[src/rtl/muldiv_sequencer_pkg.sv]
// ============================================================================
// Module      : muldiv_sequencer_pkg
// Description : Shared types and constants for the RV32M multiply/divide unit.
// Revision    : 1.0 - initial release
// ============================================================================
`default_nettype none

package muldiv_sequencer_pkg;

  localparam int DATA_WIDTH   = 32;
  localparam int MULDIV_CNT_W = $clog2(DATA_WIDTH);

  typedef enum logic [2:0] {
    OP_MUL    = 3'b000,
    OP_MULH   = 3'b001,
    OP_MULHSU = 3'b010,
    OP_MULHU  = 3'b011,
    OP_DIV    = 3'b100,
    OP_DIVU   = 3'b101,
    OP_REM    = 3'b110,
    OP_REMU   = 3'b111
  } muldiv_op_e;

  typedef enum logic [1:0] {
    IDLE = 2'd0,
    CALC = 2'd1,
    DONE = 2'd2
  } muldiv_state_e;

endpackage

`default_nettype wire

[src/rtl/muldiv_iter_datapath.sv]
// ============================================================================
// Module      : muldiv_iter_datapath
// Description : hi/lo/operand registers with one radix-2 shift-add or
//               restoring shift-subtract step per strobe.
// Revision    : 1.0 - initial release
// ============================================================================
`default_nettype none

module muldiv_iter_datapath
  import muldiv_sequencer_pkg::*;
#(
  parameter int XLEN = DATA_WIDTH
) (
  input  logic            clk,
  input  logic            rst_n,
  input  logic            clear_i,
  input  logic            load_i,
  input  logic            step_i,
  input  logic            div_i,
  input  logic [XLEN-1:0] load_hi_i,
  input  logic [XLEN-1:0] load_lo_i,
  input  logic [XLEN-1:0] load_m_i,
  output logic [XLEN-1:0] hi_o,
  output logic [XLEN-1:0] lo_o
);

  logic [XLEN-1:0] hi_q, hi_d;
  logic [XLEN-1:0] lo_q, lo_d;
  logic [XLEN-1:0] m_q,  m_d;
  logic [XLEN:0]   add_sum;
  logic [XLEN:0]   shifted;
  logic [XLEN:0]   diff;

  // Multiply: hi accumulates, lo shifts the multiplier out LSB-first.
  // Divide: {hi,lo} shifts left, hi is the partial remainder, lo the quotient.
  always_comb begin
    add_sum = {1'b0, hi_q} + (lo_q[0] ? {1'b0, m_q} : {(XLEN+1){1'b0}});
    shifted = {hi_q, lo_q[XLEN-1]};
    diff    = shifted - {1'b0, m_q};
    hi_d    = hi_q;
    lo_d    = lo_q;
    m_d     = m_q;
    if (clear_i) begin
      hi_d = '0;
      lo_d = '0;
      m_d  = '0;
    end else if (load_i) begin
      hi_d = load_hi_i;
      lo_d = load_lo_i;
      m_d  = load_m_i;
    end else if (step_i) begin
      if (div_i) begin
        if (!diff[XLEN]) begin
          hi_d = diff[XLEN-1:0];
          lo_d = {lo_q[XLEN-2:0], 1'b1};
        end else begin
          hi_d = shifted[XLEN-1:0];
          lo_d = {lo_q[XLEN-2:0], 1'b0};
        end
      end else begin
        hi_d = add_sum[XLEN:1];
        lo_d = {add_sum[0], lo_q[XLEN-1:1]};
      end
    end
  end

  always_ff @(posedge clk or negedge rst_n) begin
    if (!rst_n) begin
      hi_q <= '0;
      lo_q <= '0;
      m_q  <= '0;
    end else begin
      hi_q <= hi_d;
      lo_q <= lo_d;
      m_q  <= m_d;
    end
  end

  assign hi_o = hi_q;
  assign lo_o = lo_q;

endmodule

`default_nettype wire

[src/rtl/muldiv_sequencer.sv]
// ============================================================================
// Module      : muldiv_sequencer
// Description : Multi-cycle RV32M multiply/divide sequencer beside EX.
//               Optional MULDIV_FAST_MUL_EN: single-cycle multiplies.
// Revision    : 1.0 - initial release
// ============================================================================
`default_nettype none

module muldiv_sequencer
  import muldiv_sequencer_pkg::*;
#(
  parameter int XLEN = DATA_WIDTH
) (
  input  logic            clk,
  input  logic            rst_n,
  input  logic            start_i,
  input  logic [2:0]      op_i,
  input  logic [XLEN-1:0] operand_a_i,
  input  logic [XLEN-1:0] operand_b_i,
  input  logic            flush_i,
  output logic            stall_o,
  output logic            busy_o,
  output logic            done_o,
  output logic [XLEN-1:0] result_o
);

  localparam int              CNT_W   = $clog2(XLEN);
  localparam logic [XLEN-1:0] MIN_NEG = {1'b1, {(XLEN-1){1'b0}}};

  muldiv_state_e   state_q, state_d;
  logic [CNT_W-1:0] cnt_q,  cnt_d;
  muldiv_op_e      op_q,    op_d;
  logic            neg_q,   neg_d;

  muldiv_op_e      op_in;
  logic            a_signed, b_signed, a_neg, b_neg;
  logic [XLEN-1:0] a_mag, b_mag;
  logic            div_zero, div_ovf;
  logic            dp_clear, dp_load, dp_step;
  logic [XLEN-1:0] ld_hi, ld_lo, ld_m;
  logic [XLEN-1:0] hi, lo;
  logic [2*XLEN-1:0] prod_c;
  logic [XLEN-1:0] res;

`ifdef MULDIV_FAST_MUL_EN
  logic signed [XLEN:0]     fa, fb;
  logic signed [2*XLEN-1:0] fprod;
`endif

  always_comb begin
    op_in    = muldiv_op_e'(op_i);
    a_signed = (op_in == OP_MULH) || (op_in == OP_MULHSU) ||
               (op_in == OP_DIV)  || (op_in == OP_REM);
    b_signed = (op_in == OP_MULH) || (op_in == OP_DIV) || (op_in == OP_REM);
    a_neg    = a_signed & operand_a_i[XLEN-1];
    b_neg    = b_signed & operand_b_i[XLEN-1];
    a_mag    = a_neg ? (~operand_a_i + 1'b1) : operand_a_i;
    b_mag    = b_neg ? (~operand_b_i + 1'b1) : operand_b_i;
    div_zero = op_in[2] && (operand_b_i == '0);
    div_ovf  = ((op_in == OP_DIV) || (op_in == OP_REM)) &&
               (operand_a_i == MIN_NEG) && (operand_b_i == '1);
  end

`ifdef MULDIV_FAST_MUL_EN
  always_comb begin
    fa    = {a_signed & operand_a_i[XLEN-1], operand_a_i};
    fb    = {b_signed & operand_b_i[XLEN-1], operand_b_i};
    fprod = $signed({{(XLEN-1){fa[XLEN]}}, fa}) * $signed({{(XLEN-1){fb[XLEN]}}, fb});
  end
`endif

  always_comb begin
    state_d  = state_q;
    cnt_d    = cnt_q;
    op_d     = op_q;
    neg_d    = neg_q;
    dp_clear = 1'b0;
    dp_load  = 1'b0;
    dp_step  = 1'b0;
    ld_hi    = '0;
    ld_lo    = '0;
    ld_m     = '0;
    if (flush_i) begin
      state_d  = IDLE;
      cnt_d    = '0;
      dp_clear = 1'b1;
    end else begin
      case (state_q)
        IDLE: begin
          if (start_i) begin
            op_d    = op_in;
            dp_load = 1'b1;
            if (div_zero || div_ovf) begin
              // Architected special results are loaded raw and bypass sign fix-up.
              state_d = DONE;
              neg_d   = 1'b0;
              ld_hi   = div_zero ? operand_a_i : '0;
              ld_lo   = div_zero ? '1 : MIN_NEG;
            end else if (op_in[2]) begin
              state_d = CALC;
              cnt_d   = CNT_W'(XLEN - 1);
              neg_d   = (op_in == OP_REM) ? a_neg : (a_neg ^ b_neg);
              ld_lo   = a_mag;
              ld_m    = b_mag;
            end else begin
`ifdef MULDIV_FAST_MUL_EN
              state_d = DONE;
              neg_d   = 1'b0;
              ld_hi   = fprod[2*XLEN-1:XLEN];
              ld_lo   = fprod[XLEN-1:0];
`else
              state_d = CALC;
              cnt_d   = CNT_W'(XLEN - 1);
              neg_d   = a_neg ^ b_neg;
              ld_lo   = b_mag;
              ld_m    = a_mag;
`endif
            end
          end
        end
        CALC: begin
          dp_step = 1'b1;
          if (cnt_q == '0) begin
            state_d = DONE;
          end else begin
            cnt_d = cnt_q - 1'b1;
          end
        end
        DONE:    state_d = IDLE;
        default: state_d = IDLE;
      endcase
    end
  end

  always_ff @(posedge clk or negedge rst_n) begin
    if (!rst_n) begin
      state_q <= IDLE;
      cnt_q   <= '0;
      op_q    <= OP_MUL;
      neg_q   <= 1'b0;
    end else begin
      state_q <= state_d;
      cnt_q   <= cnt_d;
      op_q    <= op_d;
      neg_q   <= neg_d;
    end
  end

  muldiv_iter_datapath #(
    .XLEN (XLEN)
  ) u_datapath (
    .clk       (clk),
    .rst_n     (rst_n),
    .clear_i   (dp_clear),
    .load_i    (dp_load),
    .step_i    (dp_step),
    .div_i     (op_q[2]),
    .load_hi_i (ld_hi),
    .load_lo_i (ld_lo),
    .load_m_i  (ld_m),
    .hi_o      (hi),
    .lo_o      (lo)
  );

  // Result depends only on registered state; flush merely masks it.
  always_comb begin
    prod_c = neg_q ? (~{hi, lo} + 1'b1) : {hi, lo};
    res    = '0;
    case (op_q)
      OP_MUL:                        res = prod_c[XLEN-1:0];
      OP_MULH, OP_MULHSU, OP_MULHU:  res = prod_c[2*XLEN-1:XLEN];
      OP_DIV, OP_DIVU:               res = neg_q ? (~lo + 1'b1) : lo;
      OP_REM, OP_REMU:               res = neg_q ? (~hi + 1'b1) : hi;
      default:                       res = '0;
    endcase
  end

  assign stall_o  = rst_n & start_i & ~flush_i & (state_q != DONE);
  assign busy_o   = (state_q != IDLE);
  assign done_o   = (state_q == DONE) & ~flush_i;
  assign result_o = done_o ? res : '0;

endmodule

`default_nettype wire

[config.mk]
export PLATFORM = sky130hd
export DESIGN_NAME = muldiv_sequencer
export DESIGN_NICKNAME = d
export VERILOG_FILES = /design/src/rtl/muldiv_sequencer_pkg.sv /design/src/rtl/muldiv_iter_datapath.sv /design/src/rtl/muldiv_sequencer.sv
export SDC_FILE = /design/constraint.sdc
export NUM_CORES = 1
export LEC_CHECK = 0
export CAP_MARGIN = 20
export CORE_MARGIN = 2
export CORE_UTILIZATION = 27
export CTS_CLUSTER_SIZE = 28
export DETAILED_ROUTE_END_ITERATION = 10
export GPL_TIMING_DRIVEN = 0
export PLACE_DENSITY = 0.48
export SYNTH_ARGS = -nofsm -noshare
export SYNTH_HDL_FRONTEND = slang
export SYNTH_SLANG_ARGS = --single-unit
export TNS_END_PERCENT = 1
[constraint.sdc]
create_clock -name clk -period 3.7 [get_ports clk]
set_input_delay 0.74 -clock clk [delete_from_list [all_inputs] [get_ports clk]]
set_output_delay 0.74 -clock clk [all_outputs]
set_load 0.05 [all_outputs]
==> impl_metrics.yaml, run 1 <==
floorplanning:
  initial_utilization_pct: 27.4
  dieArea_um2: 52700
  dieWidth_um: 230
  io-pin-count: 106
  core_area_um2: 50200
  die_h_um: 230
  rows: 82
sta:
  skew_ns: 0.0221
  finalCritPeriodShare_pct: 122
  worst_slew_pin_slew_ns: 0.938
  drv_slew: 0
  fin_ws_ns: -0.799
  fmax_ghz: 0.222
  hold_viol: 0
  slew_headroom_pct: 37.2
  fin_crit_ns: 4.50
  setup_violations: 39
  rsz0062_at_grt: "true"
  hold_ws_ns: 0.193
hold_path:
  hp-class: "in -> async"
clocking:
  clk_latency_ns: 0.39
  clk_pin_slew_worst_paths_ns: 0.09
  cts_buffer_depth: 2
  cts_root_buffer: "clkbuf_16"
  htreeDepth: 3
  cts_tree: "yes"
  cts_buffers: 9
  clock_sinks: 107
run_status:
  violations: "negative setup slack"
  outcome: "complete, but fails checks"
power:
  p_total_w: 0.00938
  power_leakage_nw: 6.72
  powerDensity_nw_per_um2: 566
  irDropWorstVdd_mv: 0.239
placed_design:
  post-place-ws_ns: -1.87
  portBuffers: 104
  dp_hpwl_um: 57200
  gp_congestion: 0.969
  dpl_cell_area_um2: 15700
  dp_cells: 2667
final_layout:
  num_antenna_cells: 0
  synthToLayoutAreaGrowth_pct: 20.8
  postLayoutCellArea_um2: 16600
  layout-drive-gt1-share_pct: 11.7
  nFillCells: 5498
  fin_nets: 2155
  fin_cells: 2688
synth:
  async_reset_ff_share_pct: 100
  synth_top_area_cell: "dfrtp_1"
  synth.area.top_cells: "dfrtp_1 (19%), a21oi_1 (6.9%), ha_1 (6.5%)"
  ys.flop_type: "dfrtp_1"
  ys_top_cells_by_count: "a21oi_1 (189), nand2_1 (183), o21ai_0 (175)"
  netlist_instances: 1890
  syn_avg_cell_area_um2: 7.27
  synth.most_common_cell: "a21oi_1"
  ys_ff_latch: 107
  ys_seq_area_share_pct: 19.5
  synth.cell_area_um2: 13700
  synth_edf_count: 0
  yosysTopAreaCellShare_pct: 19.5
  yosysWarnings: 0
  synth_cell_types: 81
  syn-num-nets: 2034
routing:
  routedWlPerCell_um: 26.4
  dr.pass1.iters: 5
  drt-initial-drc-count: 1635
  via_per_inst: 5.90
  vias: 15900
  drc: 0
  finalWirelength_um: 71000
  ant_nets: 0
grt:
  grt_pass1_vias: 14700
  grt_overflow_total: 0
  grt_max_degree: 89
  gr-usage-all-layers_pct: 26.1
  grt_pass1_wl_um: 102000
  antenna_found_initial: 1
setup_path:
  worstRegToRegCells: 11
  path_max_fanout: 9
  path_class: "reg -> out"
  endpoint_kind: "output pin"
  rrSetupSlack_ns: -0.04
  reg2reg_to: "u_datapath.hi_o[31]"
  startpoint_type: "register"
  worstReg2RegStart: "u_datapath.hi_o[1]"
  required_ns: 2.96
  cp_data_arrival_time_ns: 3.76
flow_run:
  drv_cap: 0
==> timing repair <==
| action | 4_1_cts | 5_1_grt |
|---|---|---|
| setup endpoints to repair | 131 | 115 |
| gates resized for setup | 272 | 91 |
| pin swaps | 20 | 15 |
| setup buffers | 6 | 0 |
| hold buffers | 0 | 0 |
==> area by class of cell <==
type / instances / area (µm²) / area share (%)
inverters: 73 / 277 / 1.67
flip-flops and latches: 107 / 2690 / 16.2
repair buffers: 111 / 1060 / 6.42
multi-input cells: 1588 / 10800 / 64.9
plain buffers: 121 / 607 / 3.66
clock inverters: 6 / 105 / 0.634
well taps: 672 / 841 / 5.07
clock buffers: 10 / 229 / 1.38
==> worst max-delay path, cell delays in order (launching register included) <==
cell,delay [ns]
dfrtp_1,0.42
buf_6,0.17
or3_4,0.39
or4b_4,0.56
or4_4,0.48
o31ai_4,0.25
a311o_1,0.20
a31oi_1,0.06
or3_1,0.38
a2bb2oi_2,0.20
nor2_1,0.07
buf_6,0.19
==> cells by family after synthesis <==
family | Yosys count | synth area share [%]
adder cells (fa/ha/maj) | 73 | 6.76
flip-flops | 107 | 19.5
AND/OR/NAND/NOR | 618 | 21.8
AO/OA/AOI/OAI | 678 | 31.5
multiplexers | 64 | 4.83
XOR/XNOR | 155 | 9.89
buffers and inverters | 195 | 5.68
==> power breakdown <==
part | leakage [nW] | total (W) | switching [W] | internal (W)
clock | 0.162 | 0.00115 | 0.000537 | 0.000611
combinational | 5.13 | 0.00654 | 0.00424 | 0.00231
sequential | 1.42 | 0.00169 | 0.000346 | 0.00134
==> how the worst max path moves through the flow <==
stage                              startpoint      endpoint  slack [ns]
after global routing      u_datapath.hi_o[17]  result_o[27]       -0.87
after CTS                 u_datapath.hi_o[17]  result_o[27]       -0.77
after detailed placement   u_datapath.lo_o[0]  result_o[12]       -1.87
final                     u_datapath.hi_o[17]  result_o[27]       -0.80
after global placement                  rst_n       stall_o       -3.61
after floorplan           u_datapath.lo_o[24]  result_o[31]       -0.42
==> flip-flops by register name (all words and copies together) (netlist names) <==
| register | flops |
|---|---|
| u_datapath.hi_o | 32 |
| op_q | 3 |
| neg_q | 1 |
| cnt_q | 5 |
| u_datapath.m_q | 32 |
| state_q | 2 |
| u_datapath.lo_o | 32 |
==> layout by cell type (no fill, tap or decap), types with 22 or more instances in the layout <==
master | Yosys | layout
a21o_1 | 37 | 37
a21oi_1 | 189 | 185
a22o_1 | 25 | 25
a31oi_1 | 28 | 24
buf_4 | 3 | 22
clkbuf_1 | 100 | 72
clkbuf_2 | 0 | 25
clkdlybuf4s50_1 | 0 | 63
dfrtp_1 | 107 | 94
ha_1 | 71 | 69
inv_1 | 73 | 71
mux2i_1 | 46 | 46
nand2_1 | 183 | 178
nand3_1 | 32 | 30
nand4_1 | 30 | 30
nor2_1 | 169 | 164
nor3_1 | 42 | 39
o21ai_0 | 175 | 159
o21ai_1 | 15 | 28
o31ai_1 | 34 | 29
or3_1 | 29 | 24
xnor2_1 | 91 | 88
xor2_1 | 64 | 63
==> metal layers <==
layer | vias to the layer above | wire (µm) | GRT usage [%]
met4 | 0 | 2830 | 9.72
met1 | 7802 | 32300 | 37.1
met3 | 110 | 4980 | 3.57
li1 | 7231 | - | -
met5 | - | 0 | 0
met2 | 720 | 30900 | 39.8
==> per-stage QoR <==
| step | setup TNS, ns | utilization, % |
|---|---|---|
| 6_report | -15.61 | 33.1 |
| 4_1_cts | -16.74 | 32.8 |
| 2_1_floorplan | -4.83 | - |
| 5_1_grt | -21.15 | 33.1 |
| 3_5_place_dp | -115.95 | 31.2 |
| 3_3_place_gp | -406.08 | 31.2 |
Power figures use the tool's default switching activity.
==> inputs of run 2 (changes only) <==
- CORE_ASPECT_RATIO: unset -> 0.75
==> impl_metrics.yaml, run 2 (synthesized netlist as in run 1, its figures left out) <==
routing:
  drt-initial-drc-count: 1907
  routedWlPerCell_um: 26.4
  ant_nets: 0
  finalWirelength_um: 71000
  vias: 15900
  via_per_inst: 5.92
  drc: 0
  dr.pass1.iters: 5
setup_path:
  required_ns: 2.96
  slowest_delay_ns: 0.53
  cp_slowest_cell: "or4b_4"
  path_cells: "or3_4 -> or4b_4 -> or4_4 -> o31ai_4 -> a311o_1 -> a31oi_2 -> or3_1 -> a2bb2oi_2 -> nor2_1 -> buf_6"
  startpoint_type: "register"
  rrSetupSlack_ns: -0.06
  worstRegToRegCells: 12
  path_class: "reg -> out"
  cp_data_arrival_time_ns: 3.67
  path_max_fanout: 3
  endpoint_kind: "output pin"
  crit_buf_inv: 1
  worstReg2RegStart: "u_datapath.hi_o[6]"
  cp_top_family: "simple AND/OR/NAND/NOR gates"
  reg2reg_to: "u_datapath.hi_o[30]"
sta:
  slew_headroom_pct: 30.0
  hold_viol: 0
  finalCritPeriodShare_pct: 119
  fin_ws_ns: -0.715
  setup_violations: 56
  fmax_ghz: 0.227
  skew_ns: 0.0147
  fin_crit_ns: 4.41
  drv_slew: 0
  hold_ws_ns: 0.222
  worst_slew_pin_slew_ns: 1.05
  rsz0062_at_grt: "true"
clocking:
  clock_sinks: 107
  clk_pin_slew_worst_paths_ns: 0.08
  cts_buffers: 9
  clk_latency_ns: 0.38
  cts_buffer_depth: 2
  cts_tree: "yes"
  cts_root_buffer: "clkbuf_16"
  htreeDepth: 3
final_layout:
  fin_nets: 2174
  fin_cells: 2692
  synthToLayoutAreaGrowth_pct: 23.3
  multiInputGateArea_um2: 10900
  fin_util_pct: 33.7
  nFillCells: 5352
  num_antenna_cells: 0
  seqCellArea_um2: 2700
  final_cell_mix: "a21oi_1 (180), nand2_1 (177), nor2_1 (162), o21ai_0 (153), xnor2_1 (90)"
  postLayoutCellArea_um2: 16900
  layout-drive-gt1-share_pct: 14.4
  final_common_cell: "a21oi_1"
grt:
  grt_overflow_total: 0
  grt_pass1_wl_um: 102000
  gr-usage-all-layers_pct: 26.5
  antenna_found_initial: 3
  grt_pass1_vias: 14900
  grt_max_degree: 81
placed_design:
  portBuffers: 104
  dpl_cell_area_um2: 15700
  gp_congestion: 0.992
  dp_cells: 2653
  dp_hpwl_um: 56500
flow_run:
  drv_cap: 0
power:
  power_leakage_nw: 6.87
  powerDensity_nw_per_um2: 560
  irDropWorstVdd_mv: 0.359
floorplanning:
  dieArea_um2: 52700
  initial_utilization_pct: 27.4
  io-pin-count: 106
  rows: 71
  die_h_um: 199
  core_area_um2: 50200
  dieWidth_um: 264
run_status:
  violations: "negative setup slack"
  outcome: "complete, but fails checks"
hold_path:
  hp-class: "in -> async"
run 2: worst max path at each step:
stage / slack (ns) / end / cells past startpoint / start
3_3_place_gp: -3.62 / stall_o / 3 / rst_n
6_report: -0.71 / result_o[27] / 10 / u_datapath.hi_o[18]
5_1_grt: -0.77 / result_o[27] / 10 / u_datapath.hi_o[18]
4_1_cts: -0.66 / result_o[26] / 10 / u_datapath.hi_o[18]
3_5_place_dp: -1.85 / result_o[0] / 10 / u_datapath.lo_o[0]
2_1_floorplan: -0.42 / result_o[31] / 8 / u_datapath.lo_o[24]
run 2: stage by stage:
stage | worst slack [ns] | power, W | setup TNS, ns
after floorplan | -0.416 | 0.00545 | -4.83
after global placement | -3.62 | 0.00754 | -434.01
after detailed placement | -1.85 | 0.00752 | -136.54
after CTS | -0.657 | 0.00913 | -11.33
after global routing | -0.770 | 0.00997 | -22.10
final | -0.715 | 0.00947 | -14.36
run 2: what timing repair did:
item | 4_1_cts | 5_1_grt
hold buffers | 0 | 0
resized for setup | 350 | 94
setup buffers | 18 | 9
pin swaps | 34 | 18
endpoints found under the setup margin | 137 | 121
run 2: layout make-up:
class / count / share of cell area, %
timing repair buffer: 133 / 7.53
sequential: 107 / 16.0
buffer: 118 / 3.64
clock inverter: 6 / 0.347
clock buffer: 10 / 1.41
inverter: 73 / 1.63
tap: 657 / 4.85
multi-input combinational: 1588 / 64.6
run 2: metal layers:
metal | routed length (µm) | vias up | global-route usage, %
met5 | 31 | - | 0
li1 | - | 7278 | -
met1 | 32600 | 7807 | 37.2
met2 | 28800 | 738 | 38.3
met3 | 7690 | 97 | 8.79
met4 | 1870 | 4 | 7.30
run 2: where the power goes:
part / switching (W) / internal (W) / leakage (nW)
clock: 0.000546 / 0.000492 / 0.148
combinational: 0.00428 / 0.00246 / 5.31
sequential: 0.000348 / 0.00135 / 1.42
==> inputs of run 3 (changes only) <==
- GPL_TIMING_DRIVEN: 0 -> unset
- MAX_ROUTING_LAYER: unset -> met4
==> impl_metrics.yaml, run 3 (synthesized netlist as in run 1, its figures left out) <==
clocking:
  cts_root_buffer: "clkbuf_16"
  cts_buffer_depth: 2
  cts_tree: "yes"
  clk_pin_slew_worst_paths_ns: 0.09
  cts_buffers: 9
  htreeDepth: 3
  clock_sinks: 107
  ctsHoldBuffers: 0
  post-cts-setup-buffers: 0
  clk_latency_ns: 0.39
routing:
  drt-initial-drc-count: 1691
  ant_nets: 0
  via_per_inst: 5.65
  routedWlPerCell_um: 24.0
  dr.pass1.iters: 5
  vias: 16100
  finalWirelength_um: 68600
  drc: 0
placed_design:
  dp_cells: 2841
  gp_congestion: 1.01
  portBuffers: 105
  dp_hpwl_um: 56200
grt:
  met1_usage_pct: 36.1
  grt_pass1_vias: 15500
  grtUsageMet3_pct: 6.80
  gr-max-usage-layer: "met2"
  use_met2_pct: 39.8
  gr-usage-all-layers_pct: 26.7
  antenna_found_initial: 2
  grt_overflow_total: 0
  grt_pass1_wl_um: 102000
  grt_max_degree: 64
sta:
  skew_ns: 0.0147
  drv_slew: 0
  worst_slew_pin_slew_ns: 0.730
  rsz0062_at_grt: "true"
  fin_ws_ns: -0.523
  hold_ws_ns: 0.341
  fin_crit_ns: 4.22
  hold_viol: 0
  setup_tns_ns: -8.08
  fmax_ghz: 0.237
  setup_violations: 32
  finalCritPeriodShare_pct: 114
  slew_headroom_pct: 51.3
final_layout:
  synthToLayoutAreaGrowth_pct: 35.3
  num_antenna_cells: 0
  final_common_cell: "buf_4"
  final_cell_mix: "buf_4 (302), nand2_1 (180), a21oi_1 (179), nor2_1 (158), o21ai_0 (157)"
  layout-drive-gt1-share_pct: 22.6
  fin_nets: 2339
  fin_cells: 2857
  fin_util_pct: 37.0
floorplanning:
  dieWidth_um: 264
  core_area_um2: 50200
  rows: 71
  dieArea_um2: 52700
  die_h_um: 199
  io-pin-count: 106
  initial_utilization_pct: 27.4
hold_path:
  hp-class: "in -> async"
power:
  power.internal_w: 0.00482
  p_sw_w: 0.00508
  irDropWorstVdd_mv: 0.282
  comb_power_share_pct: 73.8
  power_leakage_nw: 8.01
  clkPwrFrac_pct: 10.6
  power.share.switching_pct: 51.3
  pwr-share-seq_pct: 15.6
  p_total_w: 0.00990
  powerDensity_nw_per_um2: 533
setup_path:
  slowest_delay_ns: 0.53
  cp_top_family: "simple AND/OR/NAND/NOR gates"
  path_max_fanout: 3
  cp_data_arrival_time_ns: 3.48
  required_ns: 2.96
  path_cells: "or3_4 -> or4b_4 -> or4_4 -> o31a_1 -> a21oi_2 -> a21oi_1 -> a2111oi_2 -> o21ai_1 -> o21ai_2 -> buf_12"
  startpoint_type: "register"
  endpoint_kind: "output pin"
  path_class: "reg -> out"
  cp_slowest_cell: "or4_4"
  crit_buf_inv: 1
run_status:
  violations: "negative setup slack"
  outcome: "complete, but fails checks"
flow_run:
  drv_cap: 0
run 3: cell types whose count changed in the layout (fill, tap and decap cells not counted), moves of 7 or more:
cell,previous run,this run
buf_4,40,302
clkbuf_1,64,0
buf_12,2,36
clkbuf_2,24,0
dfrtp_1,89,105
buf_6,23,8
dfrtp_2,17,2
dlygate4sd2_1,9,0
buf_2,9,1
clkdlybuf4s50_1,62,69
run 3: layout make-up:
class	instances	area [µm²]
clock buffers	9	225
clock inverters	7	77.6
fillers	5271	31600
inverters	73	274
multi-input cells	1588	10700
flip-flops and latches	107	2680
well taps	657	822
repair buffers	416	3770
run 3: metal layers:
metal | vias to the layer above | wire [µm]
li1 | 7589 | -
met1 | 7833 | 31700
met2 | 642 | 28900
met3 | 74 | 6420
met4 | 0 | 1480
met5 | - | 0
run 3: metrics by stage:
stage	instance area (µm²)	worst slack, ns
after global routing	18600	-0.633
after floorplan	13800	-0.416
after detailed placement	17800	-0.482
after CTS	18400	-0.571
after global placement	17800	-0.551
final	18600	-0.523
run 3: timing repair:
| action | in CTS | in global routing |
|---|---|---|
| pin swaps | 18 | 12 |
| endpoints found under the setup margin | 32 | 82 |
| endpoints found under the hold margin | 0 | 0 |
| resized for setup | 68 | 46 |
run 3: worst paths after layout:
kind	endpoint	slack [ns]	startpoint	cells after the start
worst max-delay path	result_o[26]	-0.52	u_datapath.hi_o[18]	10
worst min-delay path	u_datapath.lo_o[6]	0.34	rst_n	1
worst max register to register	u_datapath.hi_o[2]	0.15	u_datapath.hi_o[17]	13
worst min register to register	u_datapath.m_q[15]	0.49	u_datapath.m_q[15]	2
max in group asynchronous	u_datapath.hi_o[0]	2.15	rst_n	2
min in group clk	u_datapath.m_q[15]	0.49	u_datapath.m_q[15]	2
run 3: worst reg2reg max path, cell delays in order (launching register included):
cell	delay [ns]
dfrtp_1	0.36
buf_4	0.24
ha_2	0.37
a21oi_1	0.22
a21oi_1	0.13
a211oi_1	0.38
o211ai_1	0.37
a31oi_2	0.32
xnor2_2	0.18
buf_12	0.18
buf_4	0.20
mux2i_1	0.21
a221oi_1	0.11
a21o_1	0.17
run 3: power by group through the flow:
stage	clock (W)	combinational (W)	sequential, W
final	0.00105	0.00730	0.00155
after global routing	0.00111	0.00783	0.00157
after CTS	0.00107	0.00706	0.00154
after detailed placement	0	0.00681	0.00156
after global placement	0	0.00681	0.00155
after floorplan	0	0.00391	0.00153
